===== src/rtl/b10_stim_pkg.sv =====
// Shared opcode field positions, HALT encoding and sequencer state type
// for the b10 stimulus sequencer.
package b10_stim_pkg;

    localparam int unsigned OP_R_BUTTON = 0;
    localparam int unsigned OP_G_BUTTON = 1;
    localparam int unsigned OP_KEY      = 2;
    localparam int unsigned OP_START    = 3;
    localparam int unsigned OP_TEST     = 4;
    localparam int unsigned OP_RTS      = 5;
    localparam int unsigned OP_RTR      = 6;
    localparam int unsigned OP_VIN_LSB  = 7;
    localparam int unsigned OP_OBS      = 11;

    localparam logic [11:0] OP_HALT = 12'hFFF;

    typedef enum logic [2:0] {
        ST_IDLE,
        ST_FETCH,
        ST_ISSUE,
        ST_WAIT_HS,
        ST_DONE
    } seq_state_e;

endpackage


===== src/rtl/stim_prog_ram.sv =====
// Program store: DEPTH x 12 array, synchronous write, combinational read.
// Deliberately unreset so a program survives a sequencer reset.
module stim_prog_ram #(
    parameter int unsigned DEPTH  = 16,
    parameter int unsigned ADDR_W = 4
) (
    input  logic              clk_i,
    input  logic              we_i,
    input  logic [ADDR_W-1:0] waddr_i,
    input  logic [11:0]       wdata_i,
    input  logic [ADDR_W-1:0] raddr_i,
    output logic [11:0]       rdata_o
);

    logic [11:0] mem_q [DEPTH];

    always_ff @(posedge clk_i) begin
        if (we_i) begin
            mem_q[waddr_i] <= wdata_i;
        end
    end

    assign rdata_o = mem_q[raddr_i];

endmodule


===== src/rtl/opcode_seq_ctrl.sv =====
// Opcode sequencer driving the b10 primary inputs from a loadable program,
// with an rts/rtr handshake stall and sticky timeout abort.
module opcode_seq_ctrl
    import b10_stim_pkg::*;
#(
    parameter int unsigned DEPTH   = 16,
    parameter int unsigned ADDR_W  = 4,
    parameter int unsigned TIMEOUT = 15
) (
    input  logic              clock,
    input  logic              reset,
    input  logic              load_en,
    input  logic [ADDR_W-1:0] load_addr,
    input  logic [11:0]       load_data,
    input  logic              run,
    input  logic              step,
    input  logic              cts,
    input  logic              ctr,
    output logic              r_button,
    output logic              g_button,
    output logic              key,
    output logic              start,
    output logic              test,
    output logic              rts,
    output logic              rtr,
    output logic [3:0]        v_in,
    output logic              obs,
    output logic [ADDR_W-1:0] pc,
    output logic              busy,
    output logic              done,
    output logic              timeout_err
);

    seq_state_e        state_q, state_d;
    logic [ADDR_W-1:0] pc_q, pc_d;
    logic [11:0]       op_q, op_d;
    logic [11:0]       stim_q, stim_d;
    logic [7:0]        wait_q, wait_d;
    logic              err_q, err_d;
    logic              step_q, step_d;
    logic              mem_we;
    logic [11:0]       mem_rdata;
    seq_state_e        cont_state;
    logic              hs_done;

    stim_prog_ram #(
        .DEPTH  (DEPTH),
        .ADDR_W (ADDR_W)
    ) u_ram (
        .clk_i   (clock),
        .we_i    (mem_we),
        .waddr_i (load_addr),
        .wdata_i (load_data),
        .raddr_i (pc_q),
        .rdata_o (mem_rdata)
    );

    always_ff @(posedge clock or negedge reset) begin
        if (!reset) begin
            state_q <= ST_IDLE;
            pc_q    <= '0;
            op_q    <= '0;
            stim_q  <= '0;
            wait_q  <= '0;
            err_q   <= 1'b0;
            step_q  <= 1'b0;
        end else begin
            state_q <= state_d;
            pc_q    <= pc_d;
            op_q    <= op_d;
            stim_q  <= stim_d;
            wait_q  <= wait_d;
            err_q   <= err_d;
            step_q  <= step_d;
        end
    end

    // A step-launched opcode always parks in IDLE; otherwise run decides.
    assign cont_state = step_q ? ST_IDLE : (run ? ST_FETCH : ST_IDLE);
    assign hs_done    = cts && (!op_q[OP_RTR] || ctr);

    always_comb begin
        state_d = state_q;
        pc_d    = pc_q;
        op_d    = op_q;
        stim_d  = stim_q;
        wait_d  = wait_q;
        err_d   = err_q;
        step_d  = step_q;
        mem_we  = 1'b0;
        case (state_q)
            ST_IDLE: begin
                mem_we = load_en;
                if (run) begin
                    state_d = ST_FETCH;
                    step_d  = 1'b0;
                end else if (step) begin
                    state_d = ST_FETCH;
                    step_d  = 1'b1;
                end
            end
            ST_FETCH: begin
                op_d    = mem_rdata;
                state_d = (mem_rdata == OP_HALT) ? ST_DONE : ST_ISSUE;
            end
            ST_ISSUE: begin
                stim_d = op_q;
                if (op_q[OP_RTS]) begin
                    state_d = ST_WAIT_HS;
                    wait_d  = '0;
                end else begin
                    pc_d    = pc_q + 1'b1;
                    state_d = cont_state;
                end
            end
            ST_WAIT_HS: begin
                if (hs_done) begin
                    pc_d    = pc_q + 1'b1;
                    state_d = cont_state;
                end else if (wait_q == 8'(TIMEOUT)) begin
                    err_d          = 1'b1;
                    stim_d[OP_RTS] = 1'b0;
                    stim_d[OP_RTR] = 1'b0;
                    state_d        = ST_DONE;
                end else begin
                    wait_d = wait_q + 8'd1;
                end
            end
            ST_DONE: begin
                if (step && !run) begin
                    pc_d    = '0;
                    err_d   = 1'b0;
                    stim_d  = '0;
                    state_d = ST_IDLE;
                end
            end
            default: state_d = ST_IDLE;
        endcase
    end

    assign r_button    = stim_q[OP_R_BUTTON];
    assign g_button    = stim_q[OP_G_BUTTON];
    assign key         = stim_q[OP_KEY];
    assign start       = stim_q[OP_START];
    assign test        = stim_q[OP_TEST];
    assign rts         = stim_q[OP_RTS];
    assign rtr         = stim_q[OP_RTR];
    assign v_in        = stim_q[OP_VIN_LSB +: 4];
    assign obs         = stim_q[OP_OBS];
    assign pc          = pc_q;
    assign busy        = (state_q != ST_IDLE) && (state_q != ST_DONE);
    assign done        = (state_q == ST_DONE);
    assign timeout_err = err_q;

endmodule


===== config.mk =====
export PLATFORM = sky130hd
export DESIGN_NAME = opcode_seq_ctrl
export DESIGN_NICKNAME = d
export VERILOG_FILES = /design/src/rtl/b10_stim_pkg.sv /design/src/rtl/stim_prog_ram.sv /design/src/rtl/opcode_seq_ctrl.sv
export SDC_FILE = /design/constraint.sdc
export NUM_CORES = 1
export LEC_CHECK = 0
export CORE_ASPECT_RATIO = 0.75
export CORE_UTILIZATION = 64
export CTS_CLUSTER_DIAMETER = 200
export DETAILED_ROUTE_END_ITERATION = 16
export GPL_TIMING_DRIVEN = 0
export PLACE_DENSITY = 0.88
export RECOVER_POWER = 25
export SLEW_MARGIN = 10
export SYNTH_ARGS = -nofsm -noshare
export SYNTH_HDL_FRONTEND = slang
export SYNTH_SLANG_ARGS = --single-unit

===== constraint.sdc =====
create_clock -name clock -period 7.3 [get_ports clock]
set_input_delay 0.73 -clock clock [delete_from_list [all_inputs] [get_ports clock]]
set_output_delay 0.73 -clock clock [all_outputs]
set_load 0.05 [all_outputs]

## Word level (Yosys, flattened, before mapping)

Memories as Yosys holds them, arrays and structs flattened.
Cells that the tools add are included.

| storage, ports and cells | value |
|---|---|
| register bits | 41 |
| bits in writable memories | 192 |
| input bits | 23 |
| output and inout port bits | 19 |
| logic and storage cells | 80 |
| memories | 1 |

Memory list:

| name | depth | bits a word | read ports | clocked after memory_dff | wr ports | RTL line | text |
|---|---|---|---|---|---|---|---|
| u_ram.mem_q | 16 | 12 | 1 | 0 | 1 | stim_prog_ram.sv:15 | `logic [11:0] mem_q [DEPTH];` |

| operators by class | value |
|---|---|
| $add $sub $neg | 2 |
| eq/ne operators | 16 |
| mux-type cells | 33 |
| reductions and logical operators | 20 |

Operators with widths:

| cell | number |
|---|---|
| 8-bit two-way mux | 3 |
| 5-bit one-hot mux with 2 select lines | 2 |
| 3-bit two-way mux | 6 |
| 8-bit one-hot mux with 2 select lines | 1 |
| 4-bit AND reduction | 4 |
| 3-bit one-hot mux with 5 select lines | 1 |
| 12-bit == test, second input constant | 1 |
| 12-bit two-way mux | 1 |
| 4-bit two-way mux | 3 |
| 2-bit != test, second input constant | 6 |
| 4-bit one-hot mux with 3 select lines | 1 |
| 1-bit two-way mux | 10 |
| 3-bit != test, second input constant | 3 |
| 8-bit by 1-bit adder with 8-bit output, second input constant | 1 |
| 8-bit by 4-bit == test with 1-bit output, second input constant | 1 |
| 2-bit nonzero test | 4 |
| 3-bit by 2-bit == test with 1-bit output, second input constant | 2 |
| 2-bit two-way mux | 3 |
| 2-bit one-hot mux with 3 select lines | 1 |
| 3-bit nonzero test | 2 |
| 4-bit by 1-bit adder with 4-bit output, second input constant | 1 |
| 2-bit AND reduction | 2 |
| 3-bit by 1-bit == test with 1-bit output, second input constant | 1 |
| 3-bit == test, second input constant | 1 |
| 7 further kinds | 10 |

## Depth between registers and ports, before layout

Gate-level depths: netlist of run 1.

| depth | value |
|---|---|
| depth after elaboration | 5 |
| gate-level depth with buffers | 9 |
| mapped depth without buffers | 8 |

## Cells and area by module

Synthesis of run 1 repeated with hierarchy kept, for this count alone.

| unflattened totals | value |
|---|---|
| cell total of the unflattened synthesis | 502 |
| area total of the unflattened synthesis | 9341.5 um^2 |

Modules (own cells, without submodules):

| module | times used | cells an instance | area an instance (um^2) |
|---|---|---|---|
| stim_prog_ram | 1 | 317 | 7359.6 |
| opcode_seq_ctrl | 1 | 185 | 1981.9 |

## Worst setup path after synthesis of run 1

OpenSTA, ideal clock, no wires.

| path | value |
|---|---|
| kind | register to register |
| start | register state_q[2] |
| end | memory u_ram.mem_q[0][0], enable pin |
| arrival time | 2099 ps |
| required time | 6904 ps |
| slack | 4805 ps |
| cell stages (with the launch flop) | 5 |
| period minus slack after synthesis | 2495 ps |
| cell sequence | dfrtp_1 nor3_1 nand2_1 or3_1 nor3_1 |

| on the way | value |
|---|---|
| word-level cells in the longest chain between the ends | 4 |

Ends and longest elaborated chain:

| what | RTL line | text |
|---|---|---|
| start: declaration | opcode_seq_ctrl.sv:34 | `seq_state_e state_q, state_d;` |
| start signal: assignment | opcode_seq_ctrl.sv:68 | `state_q <= state_d;` |
| 3-bit logical NOT | opcode_seq_ctrl.sv:91 | `case (state_q)` |
| 1-bit two-way mux | opcode_seq_ctrl.sv:91 |  |
| 1-bit two-way mux | stim_prog_ram.sv:18 | `if (we_i) begin` |
| 1-bit two-way mux (implied by the code) | stim_prog_ram.sv:19 | `mem_q[waddr_i] <= wdata_i;` |
| end: declaration | stim_prog_ram.sv:15 |  |

Every way passes these cells.

## Worst setup path in the final report of run 1

| path | value |
|---|---|
| start | register state_q[1] |
| end | output port done |

| on the way | value |
|---|---|
| word-level cells in the longest chain between the ends | 1 |

Ends and longest elaborated chain:

| what | RTL line | text |
|---|---|---|
| 3-bit == test | opcode_seq_ctrl.sv:152 | `assign done = (state_q == ST_DONE);` |
| end: declaration | opcode_seq_ctrl.sv:30 | `output logic done,` |

Every way passes these cells.

==> summary.md, run 1 <==
| Metric | Value |
|---|---|
| Setup Skew | 0.0134 ns |
| Sequential Power Share | 38.1% |
| Post-synth EDFFs | approximately 190 |
| Worst slew margin | -18.5% |
| Count of final max-slew check failures | 36 |
| Wire per inst | around 26 µm |
| TritonCTS clock tree | yes |
| Detailed placement HPWL | between 10000 and 15000 µm |
| Num Clock Sinks | ~230 |
| Htree depth | 1 |
| Via density | 6.62 |
| Reg2reg start | pc[1] |
| Reg-to-reg endpoint | state_q[2] |
| CTS Hold Bufs | 0 |
| Initial antenna violation count | 0 |
| Most frequent cells in the layout | 192 x edfxtp_1, 41 x dfrtp_1, 36 x nand2_1, 36 x mux4_2, 34 x clkdlybuf4s50_1 |
| Count of different cell masters after synthesis | 44 |
| Met3 Use GR | around 6.6% |
| Vias in the first global route | 5432 |
| Place WS | 4.00 ns |
| Clock power share | approximately 28% |
| Grt met1 use | 41.2% |
| P_sw | 1.44 mW |
| Initial DRC count | 625 |
| Post-Synthesis Cells | 531 |
| P_int | 2.88 mW |
| M2 GR Usage | 48.7% |
| Share of total power in combinational logic | 33.7% |
| First-pass GRT wire length | 32200 µm |
| Initial Util | ~67% |
| Final setup TNS | 0 ns |
| Placed cell area | 10000 µm² |
| Core Area | 13900 µm² |
| Gp weighted congestion | 0.858 |
| Fin cells | ~810 |
| Mapped Avg Cell Area | 17.5 µm² |
| Synth Register Bits | 233 |
| Final wirelength | 21400 µm |
| PortBufs | 41 |
| Setup ws final | 4.33 ns |
| Pwr dens | 400 nW/µm² |
| Placed Cells | between 700 and 800 |
| CP Launch Type | register |
| GRT Util Overall | a little under a third |
| Crit-path max FO | 6 |
| Clk buf depth | 3 |
| R2r setup slk | roughly 4.4 ns |
| RSZ-0062 raised after global routing | false |
| Data required, critical path | 6.57 ns |
| Worst EP arrival | 2.24 ns |
| Switching part of the total | 33.4% |
| Worst Setup Path Type | register to output port |
| Final Cycle Share | 40.6% |
| Vias | 5352 |
| Final instance area | 10800 µm² |
| Worst Reg2Reg Path Length in Cells | 7 |
| Num CTS Buffers | 22 |
| Crit. End Element | output port |
| Status | finished, violations left |
| Hold Crit Class | primary input to async pin |
| Post-CTS resize count | 0 |
| Total setup buffers inserted after CTS | 0 |
| Antenna-violating nets left | 0 |
| Antenna Cells | 0 |
| GRT overflow | 0 |
| Commonest non-fill, non-tap cell in the layout | edfxtp_1 |
| Area Overhead vs Synth | 16.4% |
| Die X | 141 µm |
| Fmax | 0.337 GHz |
| Fraction of registers with async set/reset | 17.6% |
| Register area share after synthesis | roughly three quarters |
| Drt drc | 0 |
| Share of cells above drive strength 1 | 17.8% |
| Worst skew pair latency | 0.51 ns |
| Max-Cap Viols | 1 |
| Post-Synthesis Cell Area | ~9000 µm² |
| Tmin final | 2.97 ns |
| Ports | 42 |
| Syn nets | 556 |
| Synth warnings | 0 |
| Violated checks | capacitance limit, slew limit |
| Maximum VDD drop | 0.267 mV |
| Pre-antenna DRT Iters | 5 |
| Largest net degree at the start of global routing | 36 |
| Clock transition at path regs | 0.07 ns |
| Fin nets | 626 |
| GRT busiest layer | met2 |
| Root buffer cell | clkbuf_16 |
| Fin. Hold Viols | 0 |
| DIE AREA | 15000 µm² |
| Setup violators final | 0 |
| Row count | 37 |
| Leakage | 3.74 nW |
| Ys flop type | edfxtp_1 |
| Slew @ Worst Pin | approximately 1.8 ns |
| Die height | around 110 µm |
## critical path: stages, from the launching register on
cell and delay (ns):
dfrtp_1 0.45, nor2_1 0.21, nand2_1 0.15, inv_1 0.12
clkdlybuf4s50_1 0.81
## synth_stat cells, types with 6 or more instances
cell type  count  area share [%]
a221oi_1      16             1.5
a21oi_1        7            0.38
o21ai_0       24             1.3
mux2i_1       33             3.6
buf_2          6            0.32
mux4_2        36             8.7
edfxtp_1     192              62
a22oi_1       12            0.97
inv_1          8            0.32
nand2_1       36             1.5
nor2_1        37             1.5
a31oi_1        9            0.61
clkbuf_1       7            0.28
dfrtp_1       41              11
## registers in the layout, indices dropped and copies added (netlist names)
register / cells
op_q: 12
stim_q: 12
timeout_err: 1
pc: 4
step_q: 1
state_q: 3
u_ram.mem_q: 192
wait_q: 8
## per-stage QoR
stage / hold slack [ns] / util [%] / total power, mW
floorplan: 0.434 / - / 2.64
global placement: 0.463 / 71.2 / 3.01
detailed placement: 0.480 / 72.1 / 3.08
CTS: 0.0541 / 77.6 / 4.30
global route: 0.135 / 77.5 / 4.46
finish: 0.107 / 77.5 / 4.32
## layout make-up
type,count,area (µm²)
Clock inverter,8,176
Buffer,25,183
Tap cell,195,244
Inverter,9,33.8
Timing Repair Buffer,46,468
Sequential cell,233,6790
Fill cell,740,3140
Multi-Input combinational cell,264,2310
Clock buffer,29,587
## kinds of logic after synthesis
group / synth area share, %
compound gates: 5.20
xor+xnor: 0.756
fa+ha+maj: 0.270
buf+inv: 2.33
flops: 73.2
mux: 12.8
simple gates: 5.41
## worst max path at each step
stage | startpoint | to | slack, ns | depth (start not counted)
5_1_grt | state_q[1] | done | 4.25 | 4
3_5_place_dp | load_en | u_ram.mem_q[12][3] | 4.00 | 4
4_1_cts | state_q[2] | u_ram.mem_q[12][9] | 4.19 | 4
2_1_floorplan | state_q[2] | u_ram.mem_q[0][0] | 4.80 | 4
3_3_place_gp | load_en | u_ram.mem_q[0][3] | 3.29 | 4
6_report | state_q[1] | done | 4.33 | 4
## power by group through the flow
stage               clock, mW  sequential, mW  combinational, mW
detailed placement          0            1.66               1.42
floorplan                   0            1.79              0.849
global route             1.27            1.65               1.54
CTS                      1.23            1.64               1.44
global placement            0            1.65               1.35
finish                   1.22            1.64               1.46
## per-layer routing
| layer | part of all wire [%] | vias to the layer above |
|---|---|---|
| li1 | - | 2234 |
| met1 | 38 | 2693 |
| met2 | 48 | 358 |
| met3 | 10 | 67 |
| met4 | 3.6 | 0 |
| met5 | 0 | - |
No activity file was read; power rests on OpenSTA's default activity.
==> inputs of run 2 (changes only) <==
CORE_UTILIZATION = 54   (was 64)
PLACE_DENSITY = 0.79   (was 0.88)
clock period = 2.65 ns   (was 7.3 ns; I/O delays follow)
==> summary.md, run 2 (synthesized netlist as in run 1, its figures left out) <==
| Metric | Value |
|---|---|
| Largest regs | u_ram.mem_q (192), op_q (12), stim_q (12) |
| PortBufs | 41 (unchanged) |
| Tmin final | 2.51 ns |
| Initial Util | 55.1% (-11 points) |
| Worst EP arrival | 2.91 ns (+0.67 ns) |
| Place WS | -0.532 ns (-4.53 ns) |
| Worst path top cell family by delay | compound AO/OA/AOI/OAI gates |
| GRT busiest layer | met2 |
| Drt drc | 0 (unchanged) |
| Leakage | 3.73 nW (-0.25%) |
| Initial antenna violation count | 0 (unchanged) |
| Setup Skew | 0.00883 ns (-0.00455 ns) |
| Crit-path max FO | 10 (+4) |
| Most frequent cells in the layout | 192 x edfxtp_1, 41 x dfrtp_1, 36 x nand2_1, 36 x mux4_2, 35 x clkdlybuf4s50_1 |
| GRT overflow | 0 (unchanged) |
| Cell mode on critical path | a22oi_1 |
| Antenna Cells | 0 (unchanged) |
| Clock transition at path regs | 0.06 ns (about the same) |
| Hold Slack | 0.393 ns (+0.287 ns) |
| Slew @ Worst Pin | 1.28 ns (-0.499 ns) |
| Max stage delay on crit path | 0.57 ns (-0.24 ns) |
| Worst skew pair latency | 0.51 ns (about the same) |
| Via density | 6.09 (-7.9%) |
| Critical path origin | pc[0] |
| M2 GR Usage | 37.6% (-11 points) |
| Met3 Use GR | 4.26% (-2.4 points) |
| Worst Reg2Reg Path Length in Cells | 7 (unchanged) |
| Share of cells above drive strength 1 | 18.5% (+0.72 points) |
| Initial DRC count | 424 (-32%) |
| Hold Crit Class | primary input to async pin |
| Final core utilization | 64.0% (-13 points) |
| Crit path depth | 7 (+3) |
| Clk buf depth | 3 (unchanged) |
| GRT Util Overall | 23.5% (-6.6 points) |
| Row count | 41 (+11%) |
| Setup violators final | 0 (unchanged) |
| Die X | 153 µm (+8.7%) |
| CP Cell Sequence | buf_6, buf_4, mux4_2, a22oi_1, a22oi_1, and4_1, a21bo_1 |
| Data required, critical path | 3.05 ns (-3.52 ns) |
| Vias | 5071 (-5.3%) |
| Max-Cap Viols | 0 (-1) |
| Num Clock Sinks | 233 (unchanged) |
| Crit. End Element | register |
| DIE AREA | 17700 µm² (+18%) |
| Gp weighted congestion | 0.834 (-2.8%) |
| Slowest CP cell | mux4_2 |
| Largest register FFs | 192 (unchanged) |
| Final wirelength | 20000 µm (-6.6%) |
| Reg2reg start | pc[0] |
| Detailed placement HPWL | 13000 µm (-3.9%) |
| Maximum VDD drop | 0.591 mV (+120%) |
| Final Cycle Share | between 90% and 100% |
| Core Area | 16800 µm² (+21%) |
| CP Launch Type | register |
| Count of final max-slew check failures | 0 (-100%) |
| Total setup buffers inserted after CTS | 0 (unchanged) |
| Pwr dens | 1060 nW/µm² (+170%) |
| Largest net degree at the start of global routing | 26 (-28%) |
| Vias in the first global route | 5009 (-7.8%) |
| Bufs and invs on worst path | 2 (unchanged) |
| Commonest non-fill, non-tap cell in the layout | edfxtp_1 |
| Setup ws final | 0.139 ns (-4.19 ns) |
| Overall power | 11.4 mW (+160%) |
| Root buffer cell | clkbuf_16 |
| RSZ-0062 raised after global routing | false |
| Pre-antenna DRT Iters | 5 (unchanged) |
| Grt met1 use | 33.6% (-7.5 points) |
| First-pass GRT wire length | 30100 µm (-6.4%) |
| Largest Register | u_ram.mem_q |
| Area Overhead vs Synth | 16.2% |
| TritonCTS clock tree | yes |
| Die height | 115 µm (+8.7%) |
| Htree depth | 1 (unchanged) |
| Worst Setup Path Type | register to register |
| Fin. Hold Viols | 0 (unchanged) |
| Fmax | 0.398 GHz |
| Antenna-violating nets left | 0 (unchanged) |
| Wire per inst | 24.0 µm (-9.2%) |
| Status | finished, final reports clean |
| Worst slew margin | 14.7% (+33 points) |
| Num CTS Buffers | 22 (unchanged) |
| Ports | 42 (unchanged) |
| Fin nets | 629 (+0.48%) |
run 2: repair_timing:
action,in CTS,in global routing
setup endpoints to repair,91,45
pin swaps,0,0
hold buffers,1,0
gates cloned,0,0
resized for setup,6,10
endpoints found under the hold margin,16,0
run 2: stage by stage:
step	instances	setup TNS, ns	cell area [µm²]
after floorplan	531	0	9270
after global placement	787	-86.17	9950
after detailed placement	794	-16.25	10100
after CTS	832	0	10800
after global routing	832	0	10800
final	832	0	10800
run 2: path summary, 6_finish.rpt:
kind	end	slack (ns)
max reg2reg	state_q[2]	0.14
min	stim_q[8]	0.39
min reg2reg	stim_q[5]	0.48
min in group clock	step_q	0.42
max	state_q[2]	0.14
max in group asynchronous	wait_q[0]	0.59
run 2: power by group:
part	internal [mW]	total, mW	leakage, nW	switching, mW
combinational	1.60	3.94	1.17	2.33
clock	1.71	2.98	0.332	1.28
sequential	4.28	4.51	2.23	0.229
total	7.59	11.4	3.73	3.84
run 2: final cells by class:
| class | count | area (µm²) |
|---|---|---|
| plain buffers | 25 | 188 |
| well taps | 215 | 269 |
| repair buffers | 49 | 470 |
| fillers | 1165 | 6050 |
| multi-input cells | 264 | 2350 |
| flip-flops and latches | 233 | 6790 |
| inverters | 9 | 33.8 |
| clock buffers | 34 | 661 |
| clock inverters | 3 | 16.3 |
run 2: metal layers:
| layer | vias up | part of all wire, % |
|---|---|---|
| li1 | 2247 | - |
| met1 | 2535 | 43 |
| met2 | 251 | 46 |
| met3 | 38 | 8.1 |
| met4 | 0 | 2.9 |
| met5 | - | 0 |
